**src/rtl/wavelet_pkg.sv**
```systemverilog
// Shared constants and types for the wavelet FIR channels.
package wavelet_pkg;

  localparam int BITS_PER_ELEM  = 8;
  localparam int FIR_NUM_ELEM   = 9;
  localparam int SUM_TRUNCATION = 8;
  localparam int FIR_MAX_BITS   = 16;

  // Symmetric wavelet kernel, coeff[k] = WAVELET_KERNEL[8k+:8]:
  // [-10, -36, -59, 28, 124, 28, -59, -36, -10], sum = -30.
  localparam logic [FIR_NUM_ELEM*BITS_PER_ELEM-1:0] WAVELET_KERNEL = 72'hf6dcc51c7c1cc5dcf6;

  typedef enum logic [1:0] {
    IDLE = 2'd0,
    MAC  = 2'd1,
    DONE = 2'd2
  } state_t;

endpackage

```
**src/rtl/fir_sat_trunc.sv**
```systemverilog
// Arithmetic right shift of the accumulator to the output binary point,
// followed by saturation to a signed OUT_W-bit result.
module fir_sat_trunc #(
  parameter int ACC_W = 20,
  parameter int SHIFT = 8,
  parameter int OUT_W = 8
) (
  input  logic signed [ACC_W-1:0] acc,
  output logic        [OUT_W-1:0] sat
);

  localparam logic signed [ACC_W-1:0] MAX_V = ACC_W'(2**(OUT_W-1) - 1);
  localparam logic signed [ACC_W-1:0] MIN_V = ACC_W'(-(2**(OUT_W-1)));

  logic signed [ACC_W-1:0] shifted;

  // Floor-shift (toward -inf), then clamp into the signed output range.
  always_comb begin
    shifted = acc >>> SHIFT;
    if (shifted > MAX_V) begin
      sat = {1'b0, {(OUT_W-1){1'b1}}};
    end else if (shifted < MIN_V) begin
      sat = {1'b1, {(OUT_W-1){1'b0}}};
    end else begin
      sat = shifted[OUT_W-1:0];
    end
  end

endmodule

```
**src/rtl/fir_wavelet_core.sv**
```systemverilog
// Sequential 9-tap signed FIR over a captured window of rolling-average
// samples. One multiply per cycle with a registered product, so a result
// appears NUM_ELEM+2 edges after the start pulse.
//
// Handshake: i_start_calc is a one-cycle request that is only honoured in
// IDLE (no back-pressure, no queueing); o_valid is a one-cycle strobe that
// marks the edge on which o_wavelet took its new value, and o_wavelet holds
// until the next strobe.
module fir_wavelet_core
  import wavelet_pkg::*;
#(
  parameter int                                   BITS_PER_ELEM_P = BITS_PER_ELEM,
  parameter int                                   NUM_ELEM        = FIR_NUM_ELEM,
  parameter logic [NUM_ELEM*BITS_PER_ELEM_P-1:0]  FILTER_VAL      = WAVELET_KERNEL,
  parameter int                                   MAX_BITS        = FIR_MAX_BITS,
  parameter int                                   SUM_TRUNC       = SUM_TRUNCATION
) (
  input  logic                                clk,
  input  logic                                rst,
  input  logic                                i_start_calc,
  input  logic [NUM_ELEM*BITS_PER_ELEM_P-1:0] taps,
  output logic [SUM_TRUNC-1:0]                o_wavelet,
  output logic                                o_valid,
  output logic [1:0]                          dbg_state
);

  localparam int B      = BITS_PER_ELEM_P;
  localparam int PROD_W = 2*B;
  // Worst-case sum of NUM_ELEM products fits without overflow.
  localparam int ACC_W  = PROD_W + $clog2(NUM_ELEM);
  // Index runs one past the last tap to drain the product register.
  localparam int IDX_W  = $clog2(NUM_ELEM+1);

  state_t                       state;
  logic [NUM_ELEM*B-1:0]        tap_copy;
  logic [IDX_W-1:0]             idx;
  logic signed [PROD_W-1:0]     prod;
  logic signed [ACC_W-1:0]      acc;
  logic signed [B-1:0]          cur_tap;
  logic signed [B-1:0]          cur_coeff;
  logic [SUM_TRUNC-1:0]         sat_val;

  assign dbg_state = state;

  // Select the tap/coefficient pair addressed by idx (zero once past the end).
  always_comb begin
    cur_tap   = '0;
    cur_coeff = '0;
    for (int k = 0; k < NUM_ELEM; k++) begin
      if (idx == IDX_W'(k)) begin
        cur_tap   = tap_copy[k*B +: B];
        cur_coeff = FILTER_VAL[k*B +: B];
      end
    end
  end

  fir_sat_trunc #(
    .ACC_W (ACC_W),
    .SHIFT (MAX_BITS - SUM_TRUNC),
    .OUT_W (SUM_TRUNC)
  ) u_sat (
    .acc (acc),
    .sat (sat_val)
  );

  // Control FSM with the tap capture, multiply pipeline and accumulator.
  always_ff @(posedge clk or negedge rst) begin
    if (!rst) begin
      state     <= IDLE;
      tap_copy  <= '0;
      idx       <= '0;
      prod      <= '0;
      acc       <= '0;
      o_wavelet <= '0;
      o_valid   <= 1'b0;
    end else begin
      o_valid <= 1'b0;
      unique case (state)
        IDLE: begin
          if (i_start_calc) begin
            tap_copy <= taps;
            idx      <= '0;
            prod     <= '0;
            acc      <= '0;
            state    <= MAC;
          end
        end
        MAC: begin
          // prod holds the previous tap's product (zero on the first cycle).
          acc <= acc + {{(ACC_W-PROD_W){prod[PROD_W-1]}}, prod};
          if (idx == IDX_W'(NUM_ELEM)) begin
            state <= DONE;
          end else begin
            prod <= cur_tap * cur_coeff;
            idx  <= idx + 1'b1;
          end
        end
        DONE: begin
          o_wavelet <= sat_val;
          o_valid   <= 1'b1;
          state     <= IDLE;
        end
        default: state <= IDLE;
      endcase
    end
  end

endmodule

```
**config.mk**
```make
export PLATFORM = sky130hd
export DESIGN_NAME = fir_wavelet_core
export DESIGN_NICKNAME = d
export VERILOG_FILES = /design/src/rtl/wavelet_pkg.sv /design/src/rtl/fir_sat_trunc.sv /design/src/rtl/fir_wavelet_core.sv
export SDC_FILE = /design/constraint.sdc
export NUM_CORES = 1
export LEC_CHECK = 0
export CAP_MARGIN = 5
export CORE_AREA = 2 2 136 138
export DETAILED_ROUTE_END_ITERATION = 8
export DIE_AREA = 0 0 138 140
export GPL_TIMING_DRIVEN = 0
export PLACE_DENSITY = 0.69
export SYNTH_ARGS = -nofsm -noshare
export SYNTH_HDL_FRONTEND = slang
export SYNTH_SLANG_ARGS = --single-unit
export TNS_END_PERCENT = 5
```
**constraint.sdc**
```tcl
create_clock -name clk -period 7.8 [get_ports clk]
set_input_delay 1.56 -clock clk [delete_from_list [all_inputs] [get_ports clk]]
set_output_delay 1.56 -clock clk [all_outputs]
set_load 0.02 [all_outputs]
```
==> results of run 1 <==
## how the worst max path moves through the flow
stage	startpoint	end	slack, ns	cells past startpoint
final	idx[0]$_DFFE_PN0P_	prod[14]$_DFFE_PN0P_	1.12	27
after global routing	idx[1]$_DFFE_PN0P_	prod[14]$_DFFE_PN0P_	0.69	26
after CTS	idx[0]$_DFFE_PN0P_	prod[14]$_DFFE_PN0P_	1.10	26
after detailed placement	idx[0]$_DFFE_PN0P_	prod[14]$_DFFE_PN0P_	1.13	26
after global placement	rst	tap_copy[61]$_DFFE_PN0P_	0.35	1
after floorplan	idx[0]$_DFFE_PN0P_	prod[14]$_DFFE_PN0P_	2.19	25
## area by class of cell
cell class / count / area (µm²)
Multi-Input combinational cell: 750 / 5080
Timing Repair Buffer: 86 / 880
Inverter: 107 / 402
Fill cell: 1594 / 7230
Tap cell: 229 / 287
Clock inverter: 15 / 235
Buffer: 40 / 166
Sequential cell: 123 / 3080
Clock buffer: 17 / 425
## through the flow
stage / hold slack, ns / cells
4_1_cts: 0.469 / 1367
5_1_grt: 0.500 / 1367
3_3_place_gp: 0.449 / 1334
3_5_place_dp: 0.455 / 1335
6_report: 0.461 / 1367
2_1_floorplan: 0.437 / 1020
## state kept, by name (all words and copies together), names as in the netlist
register / flops
acc: 20
dbg_state: 2
idx: 4
o_valid: 1
o_wavelet: 8
prod: 16
tap_copy: 72
## cell usage in the layout, fill, tap and decap left out, types with 3 or more instances in the layout
cell type        synthesis  routed
fa_1                    57      57
ha_1                    51      51
dfrtp_1                123     123
a221oi_1                 5       5
a21o_1                  13      13
nand3_1                 14      14
a21oi_1                 40      40
o31ai_1                  4       4
a31oi_1                  3       3
inv_1                  105     105
nor2b_1                 11      11
and3_1                   4       4
and2_1                  10      10
o21ai_0                 66      66
clkbuf_16                0      17
clkbuf_1                22      22
buf_1                    7       7
bufinv_16                0       5
nor3_1                   9       9
nor4_1                   4       4
o22ai_1                  5       5
a221o_1                  7       7
buf_2                   10      10
nor2_1                  60      60
mux2i_1                  4       4
clkdlybuf4s50_1          0      84
nand2b_1                 7       7
xor2_1                  16      16
o221ai_1                 5       5
a211oi_1                10      10
o21bai_1                10      10
xnor2_1                 17      17
o21ai_1                  3       3
nand2_1                277     277
a22o_1                   3       3
or2_2                    4       4
o211ai_1                 5       5
o221ai_2                 4       4
inv_6                    0       5
## cell families (layout without fill, tap and decap cells)
kind of cell / after synthesis / after routing / synth area share
DFF: 123 / 123 / 0.353
and+or+nand+nor: 413 / 413 / 0.198
AOI/OAI and AO/OA: 191 / 191 / 0.141
xor gates and xnor gates: 33 / 33 / 0.0331
adders and majority gates: 108 / 108 / 0.204
muxes: 5 / 5 / 0.00588
buffers and inverters: 147 / 265 / 0.0651
## worst register-to-register path, cell delays in order, from the launching register on
cell and delay [ns]:
dfrtp_1 0.44, inv_1 0.10, ha_1 0.25, nor2b_2 0.38, a221oi_1 0.15, nor3_1 0.20
a21oi_1 0.09, o21ai_0 0.25, a221o_1 0.26, o221ai_1 0.28, inv_2 0.19, nand2b_1 0.09
fa_1 0.42, fa_1 0.55, inv_1 0.04, ha_1 0.26, inv_1 0.05, fa_1 0.53
inv_1 0.07, fa_1 0.46, a21o_1 0.20, a21oi_1 0.24, o21bai_1 0.10, a21oi_1 0.29
o21ai_0 0.13, a31oi_1 0.22, xor2_1 0.21, o21ai_0 0.10
## routing by layer
metal,track usage,share of wire,vias up
li1,-,-,3540
met1,0.284,0.45,3419
met2,0.379,0.49,192
met3,0.0383,0.039,47
met4,0.0902,0.029,0
met5,0,0,-
==> results.py, run 1 <==
metrics = {
    "floorplan": {
        "ios": 86,
        "dieArea_um2": 19300,
        "placementRows": 49,
        "start_util": 0.491,
        "fp.coreArea_um2": 17800,
        "dieHeight_um": 140,
        "die_w_um": 138,
    },
    "layout": {
        "nets": 1308,
        "syn_to_final_growth_pct": 20.9,
        "utilization": 0.593,
        "diodes": 0,
        "design_area_um2": 10600,
        "layout-drive-gt1-share": 0.0580,
    },
    "grt": {
        "antenna_found_initial": 0,
        "grt_pass1_vias": 7192,
        "overflow": 0,
        "grt_usage": 0.223,
        "grt_max_degree": 97,
        "grt_pass1_wl_um": 34700,
    },
    "routing": {
        "wl_per_cell_um": 15.1,
        "via_per_inst": 5.27,
        "firstDrtPassIters": 5,
        "drcViolationCount": 0,
        "vias": 7198,
        "drt_iter0_markers": 529,
        "antenna_left": 0,
        "drt-total-wl_um": 20600,
    },
    "cts": {
        "clockBufferDepth": 2,
        "cts_buffers": 17,
        "post_cts_buffers": 0,
        "clkTransAtPathRegs_ns": 0.06,
        "clk_latency_ns": 0.43,
        "htree_num_levels": 4,
        "root_buffer": "clkbuf_16",
        "clock_sinks": 123,
        "ctsResizeCount": 0,
        "postCtsHoldBufs": 0,
        "cts_tree": "done",
    },
    "setup_path": {
        "rr_startpoint": "idx[0]$_DFFE_PN0P_",
        "endpoint_kind": "flop",
        "critPathMaxFanout": 6,
        "path_class": "flop to flop",
        "timing.rr.end": "prod[14]$_DFFE_PN0P_",
        "cp_slowest_stage_delay_ns": 0.55,
        "critical_path.top_delay_family": "adder cells",
        "slowest_stage": "fa_1",
        "path_buf_inv": 5,
        "startpoint_type": "flop",
        "crit_required_ns": 8.09,
        "worst-r2r-cell-count": 27,
        "worstPathArrival_ns": 6.98,
        "rrSetupSlack_ns": 1.12,
    },
    "timing": {
        "setup_violations": 0,
        "fmax_mhz": 150,
        "final_hold_viol_count": 0,
        "rsz0062_at_grt": "false",
        "tightest_slew_ns": 0.798,
        "slew_headroom": 0.466,
        "slew_violations": 0,
        "setup_tns_ns": 0,
        "period_share": 0.857,
        "fin_ws_ns": 1.12,
        "min_period_ns": 6.68,
        "finalClockSkew_ns": 0.00881,
    },
    "synthesis": {
        "yosysMostFrequentCell": "nand2_1",
        "netlist_instances": 1020,
        "synth_top_area_share": 0.353,
        "syn_area_per_cell_um2": 8.55,
        "synth_common_cells": "nand2_1, dfrtp_1, inv_1",
        "ys_ff_latch": 123,
        "syn_area_um2": 8720,
        "synthTopCellsByArea": "dfrtp_1, fa_1, nand2_1, ha_1, inv_1",
        "synth_edf_count": 0,
        "synthDistinctLibCells": 55,
        "synth-main-ff-cell": "dfrtp_1",
        "seq_area_frac_synth": 0.353,
        "yosysWarningCount": 0,
        "synth-async-reset-ratio": 1.00,
        "synth.largest_area_cell": "dfrtp_1",
        "syn_nets": 1203,
    },
    "placement": {
        "placed_cell_area_um2": 9890,
        "dpl_worst_slack_ns": 1.13,
        "io_buffers": 85,
        "routabilityCongestion": 0.864,
        "dp_hpwl_um": 15800,
    },
    "hold_path": {
        "hp-start": "o_wavelet[1]$_DFFE_PN0P_",
        "hold_path.class": "flop to flop",
        "hold_path_depth": 2,
        "min_to": "o_wavelet[1]$_DFFE_PN0P_",
    },
    "flow_run": {
        "max_cap_violations": 0,
    },
    "status": {
        "status": "finished clean",
    },
}
Power of run 1 is not shown: default switching activity piles up to over one toggle a cycle in this logic, so the estimate is an artifact.
==> run 2, diff against run 1 <==
PLACE_DENSITY = 0.67   (was 0.69)
==> run 2 against run 1 <==
Effect of this change:
- critical path depth fell by 1
- routed wire length rose by 0.70%
- worst hold slack got worse by 0.0011 ns
- final cell count did not move
- cell area fell by 0.83%
- sequential share of layout area rose by 0.24 points
- non-clock buffer count did not move
- clock skew rose by 0.0034 ns
- critical path type unchanged
- via count fell by 1.3%
- utilization fell by 0.49 points
==> results.py, run 2 (synthesis gave the netlist of run 1 again) <==
metrics = {
    "timing": {
        "slew_headroom": 0.508,
        "min_period_ns": 6.89,
        "finalClockSkew_ns": 0.0122,
        "setup_violations": 0,
        "tightest_slew_ns": 0.735,
        "rsz0062_at_grt": "false",
        "period_share": 0.884,
        "fin_ws_ns": 0.909,
        "setup_tns_ns": 0,
        "final_hold_viol_count": 0,
        "slew_violations": 0,
        "fmax_mhz": 145,
    },
    "floorplan": {
        "dieHeight_um": 140,
        "dieArea_um2": 19300,
        "fp.coreArea_um2": 17800,
        "die_w_um": 138,
        "ios": 86,
        "placementRows": 49,
        "start_util": 0.491,
    },
    "cts": {
        "ctsResizeCount": 0,
        "htree_num_levels": 4,
        "clk_latency_ns": 0.42,
        "cts_buffers": 17,
        "cts_tree": "done",
        "postCtsHoldBufs": 0,
        "post_cts_buffers": 0,
        "clock_sinks": 123,
        "clkTransAtPathRegs_ns": 0.06,
        "root_buffer": "clkbuf_16",
        "clockBufferDepth": 2,
    },
    "routing": {
        "wl_met3_um": 816,
        "drt_iter0_markers": 440,
        "firstDrtPassIters": 5,
        "wl_met2_um": 10000,
        "antenna_left": 0,
        "vias": 7101,
        "drt-total-wl_um": 20700,
        "via_per_inst": 5.19,
        "wl_met1_um": 9400,
        "drcViolationCount": 0,
        "wl_per_cell_um": 15.2,
        "routed.top_layer": "met4",
    },
    "grt": {
        "overflow": 0,
        "grt_usage": 0.223,
        "grt_pass1_vias": 7158,
        "grt_pass1_wl_um": 34800,
        "antenna_found_initial": 0,
        "grt_max_degree": 97,
    },
    "setup_path": {
        "timing.rr.end": "prod[14]$_DFFE_PN0P_",
        "worstPathArrival_ns": 7.18,
        "endpoint_kind": "flop",
        "critPathMaxFanout": 8,
        "cp_slowest_stage_delay_ns": 0.55,
        "cp-startpoint": "idx[0]$_DFFE_PN0P_",
        "startpoint_type": "flop",
        "path_class": "flop to flop",
        "rrSetupSlack_ns": 0.91,
        "slowest_stage": "fa_1",
        "worst-r2r-cell-count": 26,
        "rr_startpoint": "idx[0]$_DFFE_PN0P_",
        "crit_required_ns": 8.09,
    },
    "layout": {
        "layout_commonest_cell": "nand2_1",
        "nets": 1308,
        "diodes": 0,
        "mostFrequentLayoutCells": "nand2_1, dfrtp_1, inv_1, clkdlybuf4s50_1, o21ai_0",
        "fillers": 1649,
        "layout-drive-gt1-share": 0.0580,
        "syn_to_final_growth_pct": 19.9,
        "largest-register": "tap_copy",
        "top_regs": "tap_copy x72, acc x20, prod x16",
        "largest_reg_flops": 72,
    },
    "placement": {
        "io_buffers": 85,
        "routabilityCongestion": 0.854,
        "dpl_worst_slack_ns": 1.04,
        "dp_hpwl_um": 16100,
    },
    "hold_path": {
        "hp-start": "o_wavelet[3]$_DFFE_PN0P_",
        "min_to": "o_wavelet[3]$_DFFE_PN0P_",
        "hold_path.class": "flop to flop",
        "hold_path_depth": 2,
    },
    "flow_run": {
        "max_cap_violations": 0,
    },
    "status": {
        "status": "finished clean",
    },
}
## run 2: cell count changes in the layout (fill, tap and decap cells not counted)
cell        before  now
bufinv_16        5    1
clkinvlp_4       1    4
clkinv_4         2    1
clkbuf_8         0    1
clkinv_2         1    2
## run 2: how the worst max path moves through the flow
stage                     slack (ns)                       end  cells past startpoint
after floorplan                 2.19      prod[14]$_DFFE_PN0P_                     25
after global placement          0.37  tap_copy[65]$_DFFE_PN0P_                      1
after detailed placement        1.04      prod[14]$_DFFE_PN0P_                     26
after CTS                       0.98      prod[14]$_DFFE_PN0P_                     26
after global routing            0.60      prod[14]$_DFFE_PN0P_                     27
final                           0.91      prod[14]$_DFFE_PN0P_                     26
## run 2: metal layers
layer  up-vias  track usage
met3        34       0.0345
met4         0       0.0773
li1       3533            -
met5         -            0
met2       176        0.377
met1      3358        0.293
## run 2: metrics by stage
step	hold slack, ns	instance area [µm²]	utilization	std cells
after global placement	0.448	9860	0.555	1334
after detailed placement	0.455	9890	0.556	1335
after global routing	0.493	10500	0.588	1367
final	0.460	10500	0.588	1367
after floorplan	0.437	8720	-	1020
after CTS	0.468	10500	0.588	1367
## run 2: critical path, delay by kind of cell (launching register included)
family / cells / cell delay (ns)
flops: 1 / 0.45
simple gates: 3 / 0.90
xor+xnor: 1 / 0.25
compound gates: 12 / 2.30
buf+inv: 4 / 0.27
fa+ha+maj: 6 / 2.57
## run 2: area by class of cell
| class | count | area, µm² | area share |
|---|---|---|---|
| clock inverter | 14 | 134 | 0.0128 |
| multi-input combinational | 750 | 5080 | 0.485 |
| timing repair buffer | 86 | 880 | 0.0841 |
| sequential | 123 | 3080 | 0.294 |
| tap | 229 | 287 | 0.0274 |
| clock buffer | 18 | 439 | 0.0420 |
| buffer | 40 | 166 | 0.0159 |
| inverter | 107 | 402 | 0.0384 |
Power of run 2 is left out for the same reason.
==> run 3, diff against run 2 <==
DONT_BUFFER_PORTS = 1   (was default)
PLACE_DENSITY = 0.61   (was 0.67)
==> run 3 against run 2 <==
Effect of this change:
- non-clock buffer count is 86 lower
- first-iteration DRC count is 1.8% lower
- clock skew is 0.0012 ns lower
- critical path depth stayed put
- critical endpoint unchanged
- highest routed layer unchanged
==> results.py, run 3 (synthesis gave the netlist of run 1 again) <==
metrics = {
    "status": {
        "status": "finished clean",
    },
    "routing": {
        "drt-total-wl_um": 20100,
        "via_per_inst": 5.29,
        "firstDrtPassIters": 4,
        "wl_per_cell_um": 15.7,
        "antenna_left": 0,
        "drt_iter0_markers": 432,
        "drcViolationCount": 0,
        "vias": 6778,
    },
    "cts": {
        "cts_buffers": 17,
        "ctsResizeCount": 0,
        "clockBufferDepth": 2,
        "post_cts_buffers": 0,
        "clkTransAtPathRegs_ns": 0.06,
        "clk_latency_ns": 0.42,
        "htree_num_levels": 4,
        "clock_sinks": 123,
        "postCtsHoldBufs": 0,
        "cts_tree": "done",
        "root_buffer": "clkbuf_16",
    },
    "timing": {
        "finalClockSkew_ns": 0.0111,
        "setup_tns_ns": 0,
        "fmax_mhz": 149,
        "final_hold_viol_count": 0,
        "rsz0062_at_grt": "false",
        "tightest_slew_ns": 0.771,
        "slew_violations": 0,
        "setup_violations": 0,
        "slew_headroom": 0.484,
        "period_share": 0.862,
        "min_period_ns": 6.72,
    },
    "hold_path": {
        "hold_path.class": "flop to flop",
        "hp-start": "tap_copy[7]$_DFFE_PN0P_",
    },
    "layout": {
        "syn_to_final_growth_pct": 9.42,
        "largest-register": "tap_copy",
        "mostFrequentLayoutCells": "nand2_1, dfrtp_1, inv_1, o21ai_0, nor2_1",
        "utilization": 0.537,
        "layout_commonest_cell": "nand2_1",
        "largest_reg_flops": 72,
        "layout-drive-gt1-share": 0.0608,
        "diodes": 0,
        "nets": 1222,
        "top_regs": "tap_copy x72, acc x20, prod x16",
    },
    "placement": {
        "dp_hpwl_um": 15700,
        "io_buffers": 0,
        "routabilityCongestion": 0.812,
    },
    "setup_path": {
        "slowest_stage": "fa_1",
        "cp_slowest_stage_delay_ns": 0.55,
        "endpoint_kind": "flop",
        "critPathMaxFanout": 6,
        "cp-startpoint": "idx[0]$_DFFE_PN0P_",
        "worstPathArrival_ns": 7.01,
        "path_buf_inv": 5,
        "crit_required_ns": 8.08,
        "startpoint_type": "flop",
        "rr_startpoint": "idx[0]$_DFFE_PN0P_",
        "path_class": "flop to flop",
        "critical_path.top_delay_family": "adder cells",
    },
    "floorplan": {
        "ios": 86,
        "dieArea_um2": 19300,
        "dieHeight_um": 140,
        "die_w_um": 138,
        "start_util": 0.491,
        "fp.coreArea_um2": 17800,
        "placementRows": 49,
    },
    "grt": {
        "grt_pass1_wl_um": 32900,
        "grt_pass1_vias": 6644,
        "antenna_found_initial": 0,
        "overflow": 0,
        "grt_max_degree": 124,
        "grt_usage": 0.213,
    },
    "flow_run": {
        "max_cap_violations": 0,
    },
}
==> run 3: area by class of cell <==
type / instances / area [µm²]
well taps: 229 / 287
fillers: 1750 / 8230
clock buffers: 18 / 439
inverters: 107 / 402
multi-input cells: 750 / 5080
flip-flops and latches: 123 / 3080
plain buffers: 40 / 166
clock inverters: 14 / 96.3
==> run 3: metrics by stage <==
step,instances,setup slack [ns],instance area [µm²],hold WS [ns]
3_3_place_gp,1249,1.16,9010,0.456
6_report,1281,1.08,9550,0.474
5_1_grt,1281,0.792,9550,0.489
2_1_floorplan,1020,2.19,8720,0.437
3_5_place_dp,1249,1.18,9010,0.462
4_1_cts,1281,1.10,9550,0.476
==> run 3: path summary, 6_finish.rpt <==
check	endpoint	slack (ns)	cells after the start
hold reg to reg	tap_copy[7]$_DFFE_PN0P_	0.47	2
hold / removal	tap_copy[7]$_DFFE_PN0P_	0.47	2
max in group asynchronous	tap_copy[57]$_DFFE_PN0P_	6.64	0
setup / recovery	prod[14]$_DFFE_PN0P_	1.08	26
min in group asynchronous	o_valid$_DFF_PN0_	0.83	0
setup reg to reg	prod[14]$_DFFE_PN0P_	1.08	26
==> run 3: per-layer routing <==
metal / global-route usage / vias up / wire [µm]
met5: 0 / - / 0
met3: 0.0383 / 22 / 677
met1: 0.290 / 3277 / 9430
li1: - / 3364 / -
met4: 0.0671 / 0 / 316
met2: 0.348 / 115 / 9710
==> run 3: worst min-delay path, stage by stage, from the launching register on <==
cell	delay, ns
dfrtp_1	0.33
nand2_1	0.05
nand2_1	0.06
Power of run 3 is left out for the same reason.
